--- src/rtl/gpio_cfg_tx_pkg.sv ---
// ising_config: GPIO field layout, command type and FSM states shared by gpio_cfg_tx and its queue
package ising_config;
  localparam int ADDR_W   = 16;
  localparam int DATA_W   = 8;
  localparam int GPIO_W   = 32;
  localparam int ADDR_LSB = 0;
  localparam int ADDR_MSB = 15;
  localparam int DATA_LSB = 16;
  localparam int DATA_MSB = 23;
  localparam int WCLK_BIT = 24;
  typedef struct packed {
    logic [ADDR_W-1:0] addr;
    logic [DATA_W-1:0] data;
  } gpio_cmd_t;
  typedef enum logic [1:0] {ST_IDLE, ST_SETUP, ST_STROBE, ST_HOLD} tx_state_e;
endpackage

--- src/rtl/gpio_cfg_tx_cmd_fifo.sv ---
// gpio_cmd_fifo: command queue of gpio_cmd_t; a full queue refuses pushes even on a popping edge
module gpio_cmd_fifo
  import ising_config::*;
#(
  parameter int DEPTH = 4
) (
  input  logic      clk,
  input  logic      rst,
  input  logic      push_i,
  input  logic      pop_i,
  input  gpio_cmd_t din_i,
  output gpio_cmd_t dout_o,
  output logic      full_o,
  output logic      empty_o
);
  localparam int AW = $clog2(DEPTH);
  gpio_cmd_t mem_q [DEPTH];
  logic [AW-1:0] wr_q, rd_q;
  logic [AW:0] cnt_q;
  logic push_ok, pop_ok;
  assign full_o  = cnt_q == (AW+1)'(DEPTH);
  assign empty_o = cnt_q == '0;
  assign push_ok = push_i && !full_o;
  assign pop_ok  = pop_i && !empty_o;
  assign dout_o  = mem_q[rd_q];
  always_ff @(posedge clk) begin
    if (rst) begin
      wr_q  <= '0;
      rd_q  <= '0;
      cnt_q <= '0;
    end else begin
      wr_q  <= wr_q + AW'(push_ok);
      rd_q  <= rd_q + AW'(pop_ok);
      cnt_q <= cnt_q + (AW+1)'(push_ok) - (AW+1)'(pop_ok);
    end
  end
  always_ff @(posedge clk) begin
    if (push_ok) mem_q[wr_q] <= din_i;
  end
endmodule

--- src/rtl/gpio_cfg_tx.sv ---
// gpio_cfg_tx: config writes bit-banged onto gpio_out (setup/strobe/hold); ISING_GPIO_TX_FIFO_EN adds a command queue
module gpio_cfg_tx
  import ising_config::*;
#(
  parameter int SETUP_CYC  = 2,
  parameter int STROBE_CYC = 2,
  parameter int HOLD_CYC   = 2,
  parameter int FIFO_DEPTH = 4
) (
  input  logic              clk,
  input  logic              rst,
  input  logic              cmd_valid,
  output logic              cmd_ready,
  input  logic [ADDR_W-1:0] cmd_addr,
  input  logic [DATA_W-1:0] cmd_data,
  output logic [GPIO_W-1:0] gpio_out,
  output logic              busy,
  output logic              tx_done
);
  if (SETUP_CYC < 1 || SETUP_CYC > 15 || STROBE_CYC < 1 || STROBE_CYC > 15 ||
      HOLD_CYC < 1 || HOLD_CYC > 15 || FIFO_DEPTH < 2 || FIFO_DEPTH > 16 ||
      (FIFO_DEPTH & (FIFO_DEPTH - 1)) != 0) begin : g_bad_cfg
    $error("gpio_cfg_tx: parameter out of range");
  end
  tx_state_e state_q, state_d;
  logic [3:0] cnt_q, cnt_d;
  gpio_cmd_t cmd_q, cmd_d, next_cmd;
  logic wclk_q, wclk_d;
  logic cmd_avail, load;
  logic setup_last, strobe_last, hold_last;
`ifdef ISING_GPIO_TX_FIFO_EN
  logic fifo_full, fifo_empty;
  gpio_cmd_fifo #(.DEPTH(FIFO_DEPTH)) u_fifo (
    .clk     (clk),
    .rst     (rst),
    .push_i  (cmd_valid && cmd_ready),
    .pop_i   (load),
    .din_i   (gpio_cmd_t'({cmd_addr, cmd_data})),
    .dout_o  (next_cmd),
    .full_o  (fifo_full),
    .empty_o (fifo_empty)
  );
  assign cmd_ready = !rst && !fifo_full;
  assign cmd_avail = !fifo_empty;
  assign busy      = state_q != ST_IDLE || !fifo_empty;
`else
  // Without a queue the command is taken straight from the port while idle.
  assign cmd_ready = !rst && state_q == ST_IDLE;
  assign cmd_avail = cmd_valid && cmd_ready;
  assign next_cmd  = gpio_cmd_t'({cmd_addr, cmd_data});
  assign busy      = state_q != ST_IDLE;
`endif
  assign setup_last  = state_q == ST_SETUP && cnt_q == 4'(SETUP_CYC - 1);
  assign strobe_last = state_q == ST_STROBE && cnt_q == 4'(STROBE_CYC - 1);
  assign hold_last   = state_q == ST_HOLD && cnt_q == 4'(HOLD_CYC - 1);
  assign tx_done     = hold_last;
  always_comb begin
    state_d = state_q;
    cnt_d   = cnt_q + 4'd1;
    cmd_d   = cmd_q;
    wclk_d  = wclk_q;
    load    = 1'b0;
    case (state_q)
      ST_IDLE: begin
        cnt_d = '0;
        if (cmd_avail) begin
          state_d = ST_SETUP;
          load    = 1'b1;
        end
      end
      ST_SETUP: if (setup_last) begin
        state_d = ST_STROBE;
        cnt_d   = '0;
        wclk_d  = 1'b1;
      end
      ST_STROBE: if (strobe_last) begin
        state_d = ST_HOLD;
        cnt_d   = '0;
        wclk_d  = 1'b0;
      end
      ST_HOLD: if (hold_last) begin
        state_d = cmd_avail ? ST_SETUP : ST_IDLE;
        cnt_d   = '0;
        load    = cmd_avail;
      end
      default: begin
        state_d = ST_IDLE;
        cnt_d   = '0;
        wclk_d  = 1'b0;
      end
    endcase
    if (load) cmd_d = next_cmd;
  end
  always_ff @(posedge clk) begin
    if (rst) begin
      state_q <= ST_IDLE;
      cnt_q   <= '0;
      cmd_q   <= '0;
      wclk_q  <= 1'b0;
    end else begin
      state_q <= state_d;
      cnt_q   <= cnt_d;
      cmd_q   <= cmd_d;
      wclk_q  <= wclk_d;
    end
  end
  always_comb begin
    gpio_out                    = '0;
    gpio_out[ADDR_MSB:ADDR_LSB] = cmd_q.addr;
    gpio_out[DATA_MSB:DATA_LSB] = cmd_q.data;
    gpio_out[WCLK_BIT]          = wclk_q;
  end
endmodule

--- config.mk ---
export PLATFORM = sky130hd
export DESIGN_NAME = gpio_cfg_tx
export DESIGN_NICKNAME = d
export VERILOG_FILES = /design/src/rtl/gpio_cfg_tx_pkg.sv /design/src/rtl/gpio_cfg_tx_cmd_fifo.sv /design/src/rtl/gpio_cfg_tx.sv
export SDC_FILE = /design/constraint.sdc
export NUM_CORES = 1
export LEC_CHECK = 0
export BUFFER_PORTS_ARGS = -buffer_cell sky130_fd_sc_hd__buf_4
export CAP_MARGIN = 20
export CORE_MARGIN = 4
export CORE_UTILIZATION = 45
export CTS_CLUSTER_SIZE = 8
export DETAILED_ROUTE_END_ITERATION = 8
export PLACE_DENSITY = 0.76
export SKIP_LAST_GASP = 1
export SYNTH_ARGS = -nofsm -noshare
export SYNTH_HDL_FRONTEND = slang
export SYNTH_HIERARCHICAL = 1
export SYNTH_SLANG_ARGS = --single-unit
--- constraint.sdc ---
create_clock -name clk -period 1.7 [get_ports clk]
set_input_delay 0.17 -clock clk [delete_from_list [all_inputs] [get_ports clk]]
set_output_delay 0.17 -clock clk [all_outputs]
set_load 0.03 [all_outputs]
After elaboration in Yosys (flattened, before gate mapping)
Cells that the tools add are included.
- register bits: 31
- output and inout bits: 35
- word-level logic and storage cells: 41
- add/sub/neg operators: 1
- equal/unequal tests: 8
- multiplexer cells: 16
- reductions and logical operators: 11
- operators by type and width (kind ; number):
    $pmux 4 s4 ; 1
    $mux 4 ; 3
    $mux 2 ; 4
    $ne 2x2->1 const B ; 4
    $pmux 2 s4 ; 1
    $logic_and 1x1->1 ; 5
    $mux 1 ; 5
    $add 4x1->4 const B ; 1
    $eq 2x2->1 const B ; 2
    $eq 4x1->1 const B ; 1
    $pmux 1 s2 ; 2
    $reduce_and 4->1 ; 1
    $reduce_bool 2->1 ; 2
    $reduce_and 3->1 ; 1
    $eq 2x1->1 const B ; 1
    $logic_not 2->1 ; 1
    $logic_not 1->1 ; 1

Depth between registers and ports, before layout
Gate-level depths: netlist (run 1).
- depth after elaboration: 6
- depth in mapped cells: 7
- mapped depth without buffers: 5

Least setup slack after synthesis (run 1)
OpenSTA, ideal clock, no wires.
- path type: register -> register
- from: register state_q[0]
- to: register cmd_q (netlist bit gpio_out[0])
- library setup time: 0.066 ns
- data arrival time: 1.464 ns
- data required time: 1.634 ns
- slack: 0.169 ns
- stages on the path, launching flop included: 8
- buffers on the path: 2
- clock period less this slack: 1.531 ns
- cell sequence: dfxtp_1 -> inv_1 -> ha_1 -> nor4bb_1 -> buf_4 -> buf_12 -> nand2_2 -> a21oi_2
- longest elaborated chain between the ends: 5
- elaborated cells on any way between the ends: 8
- ends and longest elaborated chain (element ; line ; source):
    from (decl) ; gpio_cfg_tx.sv:25 ; tx_state_e state_q, state_d;
    from (signal assigned) ; gpio_cfg_tx.sv:101 ; state_q <= state_d;
    $logic_not 2->1 ; gpio_cfg_tx.sv:48, gpio_cfg_tx.sv:63 ;
    $logic_and 1x1->1 ; gpio_cfg_tx.sv:48 ; assign cmd_ready = !rst && state_q == ST_IDLE;
    $logic_and 1x1->1 ; gpio_cfg_tx.sv:49 ; assign cmd_avail = cmd_valid && cmd_ready;
    $mux 1 (on tied branches) ; gpio_cfg_tx.sv:81, gpio_cfg_tx.sv:66 ;
    $pmux 1 s2 (*) ; gpio_cfg_tx.sv:63 ; case (state_q)
    to (signal assigned) ; gpio_cfg_tx.sv:103 ; cmd_q <= cmd_d;
    to (decl) ; gpio_cfg_tx.sv:27 ; gpio_cmd_t cmd_q, cmd_d, next_cmd;
Every way passes the cells marked *; elsewhere a longest branch is shown, timed or not.
A chain may end at the register's enable or synchronous reset.

Final worst setup path (run 1)
- from: register cnt_q[1]
- to: output port tx_done
- longest elaborated chain between the ends: 2
- ends and longest elaborated chain (element ; line ; source):
    from (decl) ; gpio_cfg_tx.sv:26 ; logic [3:0] cnt_q, cnt_d;
    from (signal assigned) ; gpio_cfg_tx.sv:102 ; cnt_q <= cnt_d;
    $eq 4x1->1 ; gpio_cfg_tx.sv:55 ; assign hold_last = state_q == ST_HOLD && cnt_q == 4'(HOLD_CYC - 1);
    $logic_and 1x1->1 ; gpio_cfg_tx.sv:55 ;
    to (decl) ; gpio_cfg_tx.sv:18 ; output logic tx_done
Every way passes these cells.

==> results of run 1 <==
[power breakdown]
part           leakage, nW  internal [mW]  total [mW]  switching (mW)
Sequential           0.253          0.844       0.910          0.0653
Combinational        0.563          0.545        1.28           0.736
Clock               0.0482          0.347       0.602           0.254
[critical path: stages (launching register included)]
cell,delay (ps)
dfxtp_2,340
inv_1,50
ha_1,150
nor3b_4,250
and2_4,190
buf_6,120
[layer usage]
layer / track usage (%) / wire length (um) / vias up
li1: - / - / 604
met1: 17.9 / 1390 / 570
met2: 28.6 / 1690 / 40
met3: 5.20 / 277 / 4
met5: 0 / 0 / -
met4: 7.12 / 34 / 0
[worst max path at each step]
stage	start	endpoint	slack, ps
final	cnt_q[1]	tx_done	110
after global routing	cnt_q[0]	tx_done	-20
after CTS	state_q[1]	gpio_out[9]	20
after detailed placement	state_q[1]	gpio_out[13]	10
after global placement	state_q[1]	gpio_out[12]	100
after floorplan	state_q[0]	gpio_out[0]	170
[registers in the layout (all words and copies together), names as in the netlist]
name	flops
gpio_out	24
wclk_q	1
state_q	2
cnt_q	4
[final cells by class]
cell class	count	share of cell area, %
Clock inverter	2	1.73
Inverter	4	0.743
Timing Repair Buffer	65	24.7
Clock buffer	6	2.54
Tap cell	44	2.72
Multi-Input combinational cell	109	36.7
Sequential cell	31	30.9
[timing repair]
| action | 4_1_cts | 5_1_grt |
|---|---|---|
| setup buffers | 0 | 3 |
| pin swaps | 0 | 2 |
| endpoints found under the hold margin | 0 | 0 |
| cloned | 0 | 2 |
| resized for setup | 2 | 10 |
| setup endpoints to repair | 2 | 25 |
[Yosys cell counts (all sizes together)]
| master | number |
|---|---|
| xor2 | 1 |
| nor2 | 5 |
| nand4bb | 1 |
| conb | 1 |
| mux2i | 2 |
| o21bai | 1 |
| or4 | 1 |
| nand2b | 3 |
| a21oi | 25 |
| inv | 4 |
| nand3 | 1 |
| ha | 7 |
| and2 | 1 |
| xnor2 | 1 |
| buf | 17 |
| dfxtp | 31 |
| nor4bb | 1 |
| nor3b | 1 |
| o22a | 1 |
| nor3 | 1 |
| a211oi | 1 |
| nand2 | 48 |
[kinds of logic after synthesis]
kind of cell | count (synthesis) | synth area share (%)
fa+ha+maj | 7 | 6.02
simple gates | 63 | 22.6
flops | 31 | 42.6
xor+xnor | 2 | 1.20
buf+inv | 21 | 10.5
other cells | 1 | 0.258
compound gates | 28 | 15.4
mux | 2 | 1.38
[placed cells by master (no fill, tap or decap), drive strengths merged]
cell type  count
o22a           1
and2           1
conb           7
nand2b         3
nand3          1
xor2           1
nor4bb         1
buf           64
nor2           5
a21oi         25
inv            4
bufinv         1
xnor2          1
o21bai         1
dfxtp         31
nor3           1
nor3b          1
mux2i          2
clkinv         1
ha             7
nand4bb        1
clkbuf         7
nand2         48
or4            1
a211oi         1
[through the flow]
stage / total power, mW / utilization (%) / setup TNS [ps] / setup WS (ps) / cells
after floorplan: 1.75 / - / 0 / 169 / 161
after CTS: 2.71 / 63.6 / 0 / 15.7 / 256
final: 2.79 / 65.7 / 0 / 110 / 261
after global placement: 2.05 / 60.4 / 0 / 102 / 248
after global routing: 2.96 / 65.7 / -18.3 / -18.3 / 261
after detailed placement: 2.09 / 60.4 / 0 / 14.1 / 248
==> flow_summary.html, run 1 <==
<table>
<tr><th>Metric</th><th>Value</th></tr>
<tr><th colspan="2">Setup path</th></tr>
<tr><td>Slack of the worst reg-to-reg path</td><td>130 ps</td></tr>
<tr><td>Length in cells of the worst reg-to-reg path</td><td>7</td></tr>
<tr><td>Required arrival time at the worst endpoint</td><td>1530 ps</td></tr>
<tr><td>Worst Path Max Fanout</td><td>4</td></tr>
<tr><td>Start of the worst register-to-register path</td><td>state_q[0]</td></tr>
<tr><td>Arrival time reported for the critical path endpoint</td><td>1420 ps</td></tr>
<tr><td>Category of the most critical setup path</td><td>register to output pin</td></tr>
<tr><td>Category of the worst setup path launch point</td><td>register</td></tr>
<tr><td>R2R Path End</td><td>gpio_out[8]</td></tr>
<tr><td>Endpoint type of the worst setup path</td><td>output pin</td></tr>
<tr><th colspan="2">Global route</th></tr>
<tr><td>Final global-route overflow total</td><td>0</td></tr>
<tr><td>Number of global-route vias before repair</td><td>1,256</td></tr>
<tr><td>Largest net degree at the start of global routing</td><td>21</td></tr>
<tr><td>Global-route wire length before repair</td><td>5390 um</td></tr>
<tr><td>GR Util All Layers</td><td>16.3%</td></tr>
<tr><td>Initial antenna violation count</td><td>0</td></tr>
<tr><th colspan="2">Logic synthesis</th></tr>
<tr><td>Cell Area, Synth</td><td>1460 sq um</td></tr>
<tr><td>Unique cell type count in the Yosys netlist</td><td>26</td></tr>
<tr><td>Number of warning messages in the yosys log</td><td>6</td></tr>
<tr><td>Cell taking the most area after synthesis</td><td>dfxtp_1</td></tr>
<tr><td>Flop and latch count out of synthesis</td><td>31</td></tr>
<tr><td>Most area-consuming cells after synthesis</td><td>dfxtp_1 43%, a21oi_2 12%, nand2_2 8.6%</td></tr>
<tr><td>Post-synthesis sequential area ratio</td><td>42.6%</td></tr>
<tr><td>Syn Area/Cell</td><td>9.39 sq um</td></tr>
<tr><td>Share of Yosys cell area claimed by the top area cell type</td><td>42.6%</td></tr>
<tr><td>Gate count after technology mapping</td><td>155</td></tr>
<tr><th colspan="2">Placement</th></tr>
<tr><td>Instance area at placement</td><td>1860 sq um</td></tr>
<tr><td>Estimated wirelength of the detail-placed design</td><td>2480 um</td></tr>
<tr><td>RePlAce Congestion</td><td>0.812</td></tr>
<tr><td>Number of buffer cells added on primary ports</td><td>54</td></tr>
<tr><th colspan="2">Die</th></tr>
<tr><td>Horizontal die dimension</td><td>64.9 um</td></tr>
<tr><td>Die Ht</td><td>64.9 um</td></tr>
<tr><td>Placement row count</td><td>20</td></tr>
<tr><td>Total die area</td><td>4210 sq um</td></tr>
<tr><td>Initial core utilization</td><td>47.3%</td></tr>
<tr><td>I/O pins</td><td>62</td></tr>
<tr><td>Placeable core region</td><td>3080 sq um</td></tr>
<tr><th colspan="2">Routing</th></tr>
<tr><td>Wire length per cell</td><td>13.0 um</td></tr>
<tr><td>Number of DRC markers after the initial detailed-route iteration</td><td>44</td></tr>
<tr><td>Antenna-violating nets left</td><td>0</td></tr>
<tr><td>Total DRC errors in the routed layout</td><td>0</td></tr>
<tr><td>DRT Wirelength</td><td>3390 um</td></tr>
<tr><td>Post-detailed-route via-to-cell ratio</td><td>4.67</td></tr>
<tr><td>Initial DRT Pass Iterations</td><td>4</td></tr>
<tr><td>Total via count after detailed routing</td><td>1,218</td></tr>
<tr><th colspan="2">Hold path</th></tr>
<tr><td>Hold WC Path Type</td><td>input port to register</td></tr>
<tr><td>Worst Min Path Start</td><td>cmd_addr[3]</td></tr>
<tr><td>Cells on Worst Hold Path</td><td>3</td></tr>
<tr><td>Hold endpoint</td><td>gpio_out[3]</td></tr>
<tr><th colspan="2">Timing</th></tr>
<tr><td>Skew final</td><td>10.4 ps</td></tr>
<tr><td>Number of pins with negative max-slew slack in the final report</td><td>0</td></tr>
<tr><td>Max Clock Freq</td><td>0.629 GHz</td></tr>
<tr><td>Minimum period implied by the final worst setup slack</td><td>1590 ps</td></tr>
<tr><td>Endpoints failing hold</td><td>0</td></tr>
<tr><td>Portion of the clock cycle consumed by the worst path in the final layout</td><td>93.5%</td></tr>
<tr><td># setup viols final</td><td>0</td></tr>
<tr><td>Worst-case hold slack</td><td>70.4 ps</td></tr>
<tr><th colspan="2">Pwr</th></tr>
<tr><td>Leakage component of the power</td><td>0.864 nW</td></tr>
<tr><td>Worst ir drop on vdd</td><td>0.000876 V</td></tr>
<tr><td>Cell area power density</td><td>1380 nW/um^2</td></tr>
<tr><th colspan="2">Clock network</th></tr>
<tr><td>Sinks on the clock net</td><td>31</td></tr>
<tr><td>Worst skew pair latency</td><td>330 ps</td></tr>
<tr><td>Clock transition at path regs</td><td>100 ps</td></tr>
<tr><td>TritonCTS clock tree</td><td>yes</td></tr>
<tr><td>Clock tree root buffer cell</td><td>clkbuf_4</td></tr>
<tr><td>CTS Buf Count</td><td>5</td></tr>
<tr><td>Number of H-tree branching levels</td><td>2</td></tr>
<tr><td>Number of buffers inserted by hold repair at cts</td><td>0</td></tr>
<tr><td>Bufs on Longest Clock Path</td><td>2</td></tr>
<tr><th colspan="2">Layout</th></tr>
<tr><td>Filler instances</td><td>280</td></tr>
<tr><td>Fraction of layout cells with a size suffix above 1</td><td>55.8%</td></tr>
<tr><td>FF/Latch Area</td><td>624 sq um</td></tr>
<tr><td>Ant diodes</td><td>0</td></tr>
<tr><td>Layout-stage area growth over the synthesis result</td><td>38.9%</td></tr>
<tr><td>Layout Cell Area excl Fill</td><td>2020 sq um</td></tr>
<tr><td>Area occupied by multi-input gates</td><td>741 sq um</td></tr>
<tr><td>Final #Nets</td><td>250</td></tr>
<tr><th colspan="2">Run</th></tr>
<tr><td>Number of violations of the max-capacitance limit</td><td>0</td></tr>
<tr><th colspan="2">Outcome</th></tr>
<tr><td>Status</td><td>finished, final reports clean</td></tr>
</table>
(Power assumes the default switching activity.)
==> run 2: changes to the inputs <==
--- a/config.mk
+++ b/config.mk
@@ -11,7 +11,8 @@
 export CORE_UTILIZATION = 45
 export CTS_CLUSTER_SIZE = 8
 export DETAILED_ROUTE_END_ITERATION = 8
-export PLACE_DENSITY = 0.76
+export PLACE_DENSITY = 0.78
+export RECOVER_POWER = 100
 export SKIP_LAST_GASP = 1
 export SYNTH_ARGS = -nofsm -noshare
 export SYNTH_HDL_FRONTEND = slang
==> run 2 against run 1 <==
  * Setup slack got worse by 3.8 ps
  * Critical endpoint unchanged
  * Sequential cell count did not move
  * Power fell by 3.5%
  * Global-route usage barely moved
  * Count of clock-buffer cells in the layout did not move
  * Sequential power rose by 0.4%
==> flow_summary.html, run 2 (same netlist as run 1, synthesis figures left out) <==
<table>
<tr><th>Metric</th><th>Value</th></tr>
<tr><th colspan="2">Outcome</th></tr>
<tr><td>Status</td><td>finished, final reports clean</td></tr>
<tr><th colspan="2">Setup path</th></tr>
<tr><td>Category of the most critical setup path</td><td>register to output pin</td></tr>
<tr><td>Category of the worst setup path launch point</td><td>register</td></tr>
<tr><td>Length in cells of the worst reg-to-reg path</td><td>6</td></tr>
<tr><td>Slack of the worst reg-to-reg path</td><td>120 ps</td></tr>
<tr><td>Endpoint type of the worst setup path</td><td>output pin</td></tr>
<tr><td>Timing startpoint of the critical path</td><td>cnt_q[1]</td></tr>
<tr><td>Worst Path Max Fanout</td><td>4</td></tr>
<tr><td>Capture point of the worst path</td><td>tx_done</td></tr>
<tr><td>R2R Path End</td><td>gpio_out[9]</td></tr>
<tr><td>Arrival time reported for the critical path endpoint</td><td>1420 ps</td></tr>
<tr><td>Start of the worst register-to-register path</td><td>state_q[0]</td></tr>
<tr><td>Required arrival time at the worst endpoint</td><td>1530 ps</td></tr>
<tr><th colspan="2">Routing</th></tr>
<tr><td>Initial DRT Pass Iterations</td><td>3</td></tr>
<tr><td>Number of DRC markers after the initial detailed-route iteration</td><td>22</td></tr>
<tr><td>Post-detailed-route via-to-cell ratio</td><td>4.74</td></tr>
<tr><td>Antenna-violating nets left</td><td>0</td></tr>
<tr><td>Total via count after detailed routing</td><td>1,223</td></tr>
<tr><td>Total DRC errors in the routed layout</td><td>0</td></tr>
<tr><td>DRT Wirelength</td><td>3330 um</td></tr>
<tr><td>Wire length per cell</td><td>12.9 um</td></tr>
<tr><th colspan="2">Layout</th></tr>
<tr><td>Most common cell after layout, fill and taps aside</td><td>buf_4</td></tr>
<tr><td>Post-route core utilization</td><td>61.7%</td></tr>
<tr><td>Fraction of layout cells with a size suffix above 1</td><td>43.0%</td></tr>
<tr><td>FF/Latch Area</td><td>623 sq um</td></tr>
<tr><td>Filler instances</td><td>302</td></tr>
<tr><td>Most frequent cells in the layout</td><td>34 x buf_4, 29 x dfxtp_1, 28 x nand2_1, 25 x clkbuf_1</td></tr>
<tr><td>Ant diodes</td><td>0</td></tr>
<tr><td>Layout Cells excl Fill</td><td>258</td></tr>
<tr><td>Area occupied by multi-input gates</td><td>738 sq um</td></tr>
<tr><td>Layout-stage area growth over the synthesis result</td><td>30.6%</td></tr>
<tr><td>Largest register FFs</td><td>24</td></tr>
<tr><td>Final #Nets</td><td>247</td></tr>
<tr><th colspan="2">Global route</th></tr>
<tr><td>Final global-route overflow total</td><td>0</td></tr>
<tr><td>Global-route wire length before repair</td><td>5330 um</td></tr>
<tr><td>GR Util All Layers</td><td>16.3%</td></tr>
<tr><td>Initial antenna violation count</td><td>0</td></tr>
<tr><td>Largest net degree at the start of global routing</td><td>20</td></tr>
<tr><td>Number of global-route vias before repair</td><td>1,248</td></tr>
<tr><th colspan="2">Clock network</th></tr>
<tr><td>CTS Buf Count</td><td>5</td></tr>
<tr><td>Worst skew pair latency</td><td>320 ps</td></tr>
<tr><td>Clock tree root buffer cell</td><td>clkbuf_4</td></tr>
<tr><td>Bufs on Longest Clock Path</td><td>2</td></tr>
<tr><td>TritonCTS clock tree</td><td>yes</td></tr>
<tr><td>Sinks on the clock net</td><td>31</td></tr>
<tr><td>Clock transition at path regs</td><td>100 ps</td></tr>
<tr><td>Number of H-tree branching levels</td><td>2</td></tr>
<tr><td>Number of buffers inserted by hold repair at cts</td><td>0</td></tr>
<tr><th colspan="2">Placement</th></tr>
<tr><td>Pre-CTS WS</td><td>4.84 ps</td></tr>
<tr><td>Post-placement cell count</td><td>248</td></tr>
<tr><td>Number of buffer cells added on primary ports</td><td>54</td></tr>
<tr><td>Estimated wirelength of the detail-placed design</td><td>2450 um</td></tr>
<tr><td>RePlAce Congestion</td><td>0.740</td></tr>
<tr><th colspan="2">Timing</th></tr>
<tr><td>Skew final</td><td>5.39 ps</td></tr>
<tr><td>Number of pins with negative max-slew slack in the final report</td><td>0</td></tr>
<tr><td># setup viols final</td><td>0</td></tr>
<tr><td>Portion of the clock cycle consumed by the worst path in the final layout</td><td>93.7%</td></tr>
<tr><td>Max Clock Freq</td><td>0.628 GHz</td></tr>
<tr><td>Setup slack after layout</td><td>107 ps</td></tr>
<tr><td>Minimum period implied by the final worst setup slack</td><td>1590 ps</td></tr>
<tr><td>Endpoints failing hold</td><td>0</td></tr>
<tr><th colspan="2">Die</th></tr>
<tr><td>Placement row count</td><td>20</td></tr>
<tr><td>Initial core utilization</td><td>47.3%</td></tr>
<tr><td>Horizontal die dimension</td><td>64.9 um</td></tr>
<tr><td>Total die area</td><td>4210 sq um</td></tr>
<tr><td>Die Ht</td><td>64.9 um</td></tr>
<tr><td>Placeable core region</td><td>3080 sq um</td></tr>
<tr><td>I/O pins</td><td>62</td></tr>
<tr><th colspan="2">Pwr</th></tr>
<tr><td>Cell area power density</td><td>1420 nW/um^2</td></tr>
<tr><td>Worst ir drop on vdd</td><td>0.000934 V</td></tr>
<tr><td>Leakage component of the power</td><td>0.742 nW</td></tr>
<tr><th colspan="2">Hold path</th></tr>
<tr><td>Hold WC Path Type</td><td>input port to register</td></tr>
<tr><th colspan="2">Run</th></tr>
<tr><td>Number of violations of the max-capacitance limit</td><td>0</td></tr>
</table>
[run 2: worst min path at each step]
stage / slack [ps] / start / cells past startpoint / end
global route: 50 / cmd_addr[1] / 3 / gpio_out[1]
global placement: 420 / cmd_addr[12] / 3 / gpio_out[12]
floorplan: 300 / cmd_addr[0] / 2 / gpio_out[0]
detailed placement: 420 / cmd_data[5] / 3 / gpio_out[21]
finish: 80 / cmd_data[0] / 3 / gpio_out[16]
CTS: 70 / cmd_data[0] / 3 / gpio_out[16]
[run 2: layout make-up]
cell class | instances | share of cell area [%]
Clock buffer | 6 | 2.70
Tap cell | 44 | 2.90
Clock inverter | 2 | 1.84
Sequential cell | 31 | 32.8
Timing Repair Buffer | 62 | 20.1
Inverter | 4 | 0.790
Multi-Input combinational cell | 109 | 38.8
[run 2: what timing repair did]
action	in CTS	in global routing
setup endpoints to repair	14	25
gates resized for setup	1	9
gates cloned	0	1
pin swaps	0	1
setup buffers	0	1
[run 2: through the flow]
| stage | hold WS, ps | instance area [sq um] | total power [mW] | TNS, ps |
|---|---|---|---|---|
| 3_5_place_dp | 423 | 1860 | 2.09 | 0 |
| 5_1_grt | 50.4 | 1900 | 2.87 | -15.8 |
| 4_1_cts | 65.7 | 1950 | 2.70 | -30.0 |
| 6_report | 75.3 | 1900 | 2.69 | 0 |
| 3_3_place_gp | 418 | 1860 | 2.05 | 0 |
| 2_1_floorplan | 297 | 1480 | 1.75 | 0 |
[run 2: where the power goes]
| part | leakage [nW] | switching, mW | internal [mW] |
|---|---|---|---|
| clock | 0.0482 | 0.250 | 0.347 |
| sequential | 0.253 | 0.0694 | 0.844 |
| combinational | 0.441 | 0.725 | 0.459 |
| total | 0.742 | 1.04 | 1.65 |
[run 2: worst max-delay path: stages (launching register included)]
cell     delay [ps]
dfxtp_1         340
inv_1            60
ha_1            140
nor3b_4         260
and2_1          160
buf_4           150
[run 2: metal layers]
metal | routed length, um | track usage, %
met1 | 1270 | 16.9
met2 | 1710 | 29.5
met3 | 284 | 4.68
met5 | 0 | 0
met4 | 61 | 8.44
==> run 3: changes to the inputs <==
--- a/config.mk
+++ b/config.mk
@@ -5,13 +5,13 @@
 export SDC_FILE = /design/constraint.sdc
 export NUM_CORES = 1
 export LEC_CHECK = 0
+export ABC_AREA = 1
 export BUFFER_PORTS_ARGS = -buffer_cell sky130_fd_sc_hd__buf_4
 export CAP_MARGIN = 20
 export CORE_MARGIN = 4
 export CORE_UTILIZATION = 45
-export CTS_CLUSTER_SIZE = 8
 export DETAILED_ROUTE_END_ITERATION = 8
-export PLACE_DENSITY = 0.78
+export PLACE_DENSITY = 0.8
 export RECOVER_POWER = 100
 export SKIP_LAST_GASP = 1
 export SYNTH_ARGS = -nofsm -noshare
==> run 3 against run 2 <==
  * Worst hold slack better by 0.77 ps
  * Final cell count fell by 0.78%
  * First-iteration DRC count grew 14%
  * Sequential power is 7.4% higher
  * Fmax grew 2.0%
  * Synthesized cell count grew 7.7%
  * Combinational power about the same
==> flow_summary.html, run 3 <==
<table>
<tr><th>Metric</th><th>Value</th></tr>
<tr><th colspan="2">Layout</th></tr>
<tr><td>Most common cell after layout, fill and taps aside</td><td>nor2_1</td></tr>
<tr><td>Layout Cell Area excl Fill</td><td>1680 sq um</td></tr>
<tr><td>Ant diodes</td><td>0</td></tr>
<tr><td>Layout-stage area growth over the synthesis result</td><td>27.7%</td></tr>
<tr><td>Largest register FFs</td><td>24</td></tr>
<tr><td>Final #Nets</td><td>258</td></tr>
<tr><td>Fraction of layout cells with a size suffix above 1</td><td>20.0%</td></tr>
<tr><td>Post-route core utilization</td><td>60.3%</td></tr>
<tr><td>Most frequent cells in the layout</td><td>59 x nor2_1, 31 x dfxtp_1, 30 x buf_4, 26 x clkbuf_1, 15 x o21ai_0</td></tr>
<tr><th colspan="2">Global route</th></tr>
<tr><td>Final global-route overflow total</td><td>0</td></tr>
<tr><td>Initial antenna violation count</td><td>0</td></tr>
<tr><td>GR Util All Layers</td><td>14.5%</td></tr>
<tr><td>Largest net degree at the start of global routing</td><td>28</td></tr>
<tr><td>Global-route wire length before repair</td><td>4090 um</td></tr>
<tr><td>Number of global-route vias before repair</td><td>1,014</td></tr>
<tr><th colspan="2">Routing</th></tr>
<tr><td>Total DRC errors in the routed layout</td><td>0</td></tr>
<tr><td>Number of DRC markers after the initial detailed-route iteration</td><td>25</td></tr>
<tr><td>Initial DRT Pass Iterations</td><td>4</td></tr>
<tr><td>Total via count after detailed routing</td><td>1,181</td></tr>
<tr><td>Wire length per cell</td><td>10.7 um</td></tr>
<tr><td>DRT Wirelength</td><td>2730 um</td></tr>
<tr><td>Antenna-violating nets left</td><td>0</td></tr>
<tr><td>Post-detailed-route via-to-cell ratio</td><td>4.61</td></tr>
<tr><th colspan="2">Timing</th></tr>
<tr><td>Skew final</td><td>7.67 ps</td></tr>
<tr><td>Max Clock Freq</td><td>0.640 GHz</td></tr>
<tr><td>Endpoints failing hold</td><td>0</td></tr>
<tr><td>Minimum period implied by the final worst setup slack</td><td>1560 ps</td></tr>
<tr><td>Setup_tns</td><td>0 ps</td></tr>
<tr><td>Setup repair after global routing missed its margin</td><td>false</td></tr>
<tr><td>Number of pins with negative max-slew slack in the final report</td><td>0</td></tr>
<tr><td># setup viols final</td><td>0</td></tr>
<tr><td>Worst-case hold slack</td><td>76.1 ps</td></tr>
<tr><td>Portion of the clock cycle consumed by the worst path in the final layout</td><td>91.9%</td></tr>
<tr><th colspan="2">Setup path</th></tr>
<tr><td>Timing startpoint of the critical path</td><td>state_q[1]</td></tr>
<tr><td>Endpoint type of the worst setup path</td><td>output pin</td></tr>
<tr><td>Category of the worst setup path launch point</td><td>register</td></tr>
<tr><td>Category of the most critical setup path</td><td>register to output pin</td></tr>
<tr><td>R2R Path End</td><td>gpio_out[22]</td></tr>
<tr><td>Worst Path Max Fanout</td><td>4</td></tr>
<tr><td>Arrival time reported for the critical path endpoint</td><td>1390 ps</td></tr>
<tr><td>Length in cells of the worst reg-to-reg path</td><td>7</td></tr>
<tr><td>Slack of the worst reg-to-reg path</td><td>180 ps</td></tr>
<tr><td>Required arrival time at the worst endpoint</td><td>1530 ps</td></tr>
<tr><td>Start of the worst register-to-register path</td><td>state_q[1]</td></tr>
<tr><th colspan="2">Clock network</th></tr>
<tr><td>Clock tree root buffer cell</td><td>clkbuf_4</td></tr>
<tr><td>Worst skew pair latency</td><td>320 ps</td></tr>
<tr><td>Resize count post-CTS</td><td>0</td></tr>
<tr><td>CTS Buf Count</td><td>5</td></tr>
<tr><td>Number of H-tree branching levels</td><td>2</td></tr>
<tr><td>Bufs on Longest Clock Path</td><td>2</td></tr>
<tr><td>Clock transition at path regs</td><td>90 ps</td></tr>
<tr><td>TritonCTS clock tree</td><td>yes</td></tr>
<tr><td>Sinks on the clock net</td><td>31</td></tr>
<tr><td>Number of buffers inserted by hold repair at cts</td><td>0</td></tr>
<tr><th colspan="2">Logic synthesis</th></tr>
<tr><td>Gate count after technology mapping</td><td>167</td></tr>
<tr><td>Most area-consuming cells after synthesis</td><td>dfxtp_1 47%, nor2_1 17%, ha_1 6.7%</td></tr>
<tr><td>Synth Flop Type</td><td>dfxtp_1</td></tr>
<tr><td>Most used standard cells in the synthesized netlist</td><td>59 x nor2_1, 31 x dfxtp_1, 15 x o21ai_0, 10 x o21ai_1</td></tr>
<tr><td>Cell with the most instances after synthesis</td><td>nor2_1</td></tr>
<tr><td>Cell taking the most area after synthesis</td><td>dfxtp_1</td></tr>
<tr><td>Cell Area, Synth</td><td>1310 sq um</td></tr>
<tr><td>Post-synthesis sequential area ratio</td><td>47.2%</td></tr>
<tr><td>Flop and latch count out of synthesis</td><td>31</td></tr>
<tr><td>Number of enable flip-flop cells after synthesis</td><td>0</td></tr>
<tr><td>Unique cell type count in the Yosys netlist</td><td>21</td></tr>
<tr><td>Share of Yosys cell area claimed by the top area cell type</td><td>47.2%</td></tr>
<tr><td>Syn Area/Cell</td><td>7.87 sq um</td></tr>
<tr><td>Number of warning messages in the yosys log</td><td>6</td></tr>
<tr><td>Asr flop ratio synth</td><td>0%</td></tr>
<tr><th colspan="2">Die</th></tr>
<tr><td>Initial core utilization</td><td>47.2%</td></tr>
<tr><td>Horizontal die dimension</td><td>62.0 um</td></tr>
<tr><td>Placeable core region</td><td>2780 sq um</td></tr>
<tr><td>Placement row count</td><td>19</td></tr>
<tr><td>Total die area</td><td>3850 sq um</td></tr>
<tr><td>I/O pins</td><td>62</td></tr>
<tr><td>Die Ht</td><td>62.0 um</td></tr>
<tr><th colspan="2">Hold path</th></tr>
<tr><td>Hold WC Path Type</td><td>input port to register</td></tr>
<tr><td>Worst Min Path Start</td><td>cmd_addr[6]</td></tr>
<tr><td>Cells on Worst Hold Path</td><td>3</td></tr>
<tr><td>Hold endpoint</td><td>gpio_out[6]</td></tr>
<tr><th colspan="2">Placement</th></tr>
<tr><td>Estimated wirelength of the detail-placed design</td><td>2050 um</td></tr>
<tr><td>Number of buffer cells added on primary ports</td><td>54</td></tr>
<tr><td>RePlAce Congestion</td><td>0.781</td></tr>
<tr><td>Instance area at placement</td><td>1690 sq um</td></tr>
<tr><th colspan="2">Pwr</th></tr>
<tr><td>Worst ir drop on vdd</td><td>0.000995 V</td></tr>
<tr><td>Leakage component of the power</td><td>0.744 nW</td></tr>
<tr><td>Total power after layout</td><td>2.65 mW</td></tr>
<tr><td>Cell area power density</td><td>1580 nW/um^2</td></tr>
<tr><th colspan="2">Outcome</th></tr>
<tr><td>Status</td><td>finished, final reports clean</td></tr>
<tr><th colspan="2">Run</th></tr>
<tr><td>Number of violations of the max-capacitance limit</td><td>0</td></tr>
</table>
==> run 3: layout make-up <==
| cell class | instances | area (sq um) |
|---|---|---|
| Timing Repair Buffer | 58 | 334 |
| Inverter | 11 | 43.8 |
| Tap cell | 31 | 38.8 |
| Sequential cell | 31 | 621 |
| Clock buffer | 8 | 68.8 |
| Multi-Input combinational cell | 117 | 572 |
| Fill cell | 290 | 1100 |
==> run 3: critical path, stage by stage (launching register included) <==
cell and delay, ps:
dfxtp_1 360, inv_1 110, ha_1 200, inv_2 60, nor2_4 120, clkbuf_2 220
==> run 3: power breakdown <==
part | internal (mW) | switching (mW)
clock network | 0.243 | 0.230
registers | 0.887 | 0.0949
logic | 0.363 | 0.829
==> run 3: worst max-delay path by stage <==
stage                   endpoint  slack, ps
detailed placement  gpio_out[22]         80
global placement    gpio_out[14]        130
finish                 cmd_ready        140
CTS                 gpio_out[22]         60
floorplan            gpio_out[0]        190
global route        gpio_out[11]         40
==> run 3: kinds of logic (layout without fill, tap and decap cells) <==
logic type / count (synthesis) / after routing / synth area share, %
compound gates: 28 / 28 / 10.7
xor+xnor: 2 / 2 / 1.33
fa+ha+maj: 7 / 7 / 6.67
buf+inv: 25 / 77 / 11.0
flops: 31 / 31 / 47.2
other cells: 1 / 7 / 0.285
simple gates: 73 / 73 / 22.9
==> run 3: metal layers <==
layer	wire, um	vias up	share of wire [%]	global-route usage [%]
li1	-	622	-	-
met1	1180	510	43	17.9
met2	1240	41	45	22.5
met3	250	8	9.1	3.72
met4	64	0	2.3	9.09
met5	0	-	0	0
==> run 3: stage by stage <==
stage	instances	worst slack, ps
floorplan	173	186
global placement	245	131
detailed placement	245	77.0
CTS	253	60.3
global route	256	40.5
finish	256	137
==> run 3: what timing repair did <==
action,4_1_cts,5_1_grt
hold endpoints to repair,0,0
setup endpoints to repair,0,24
setup buffers,0,3
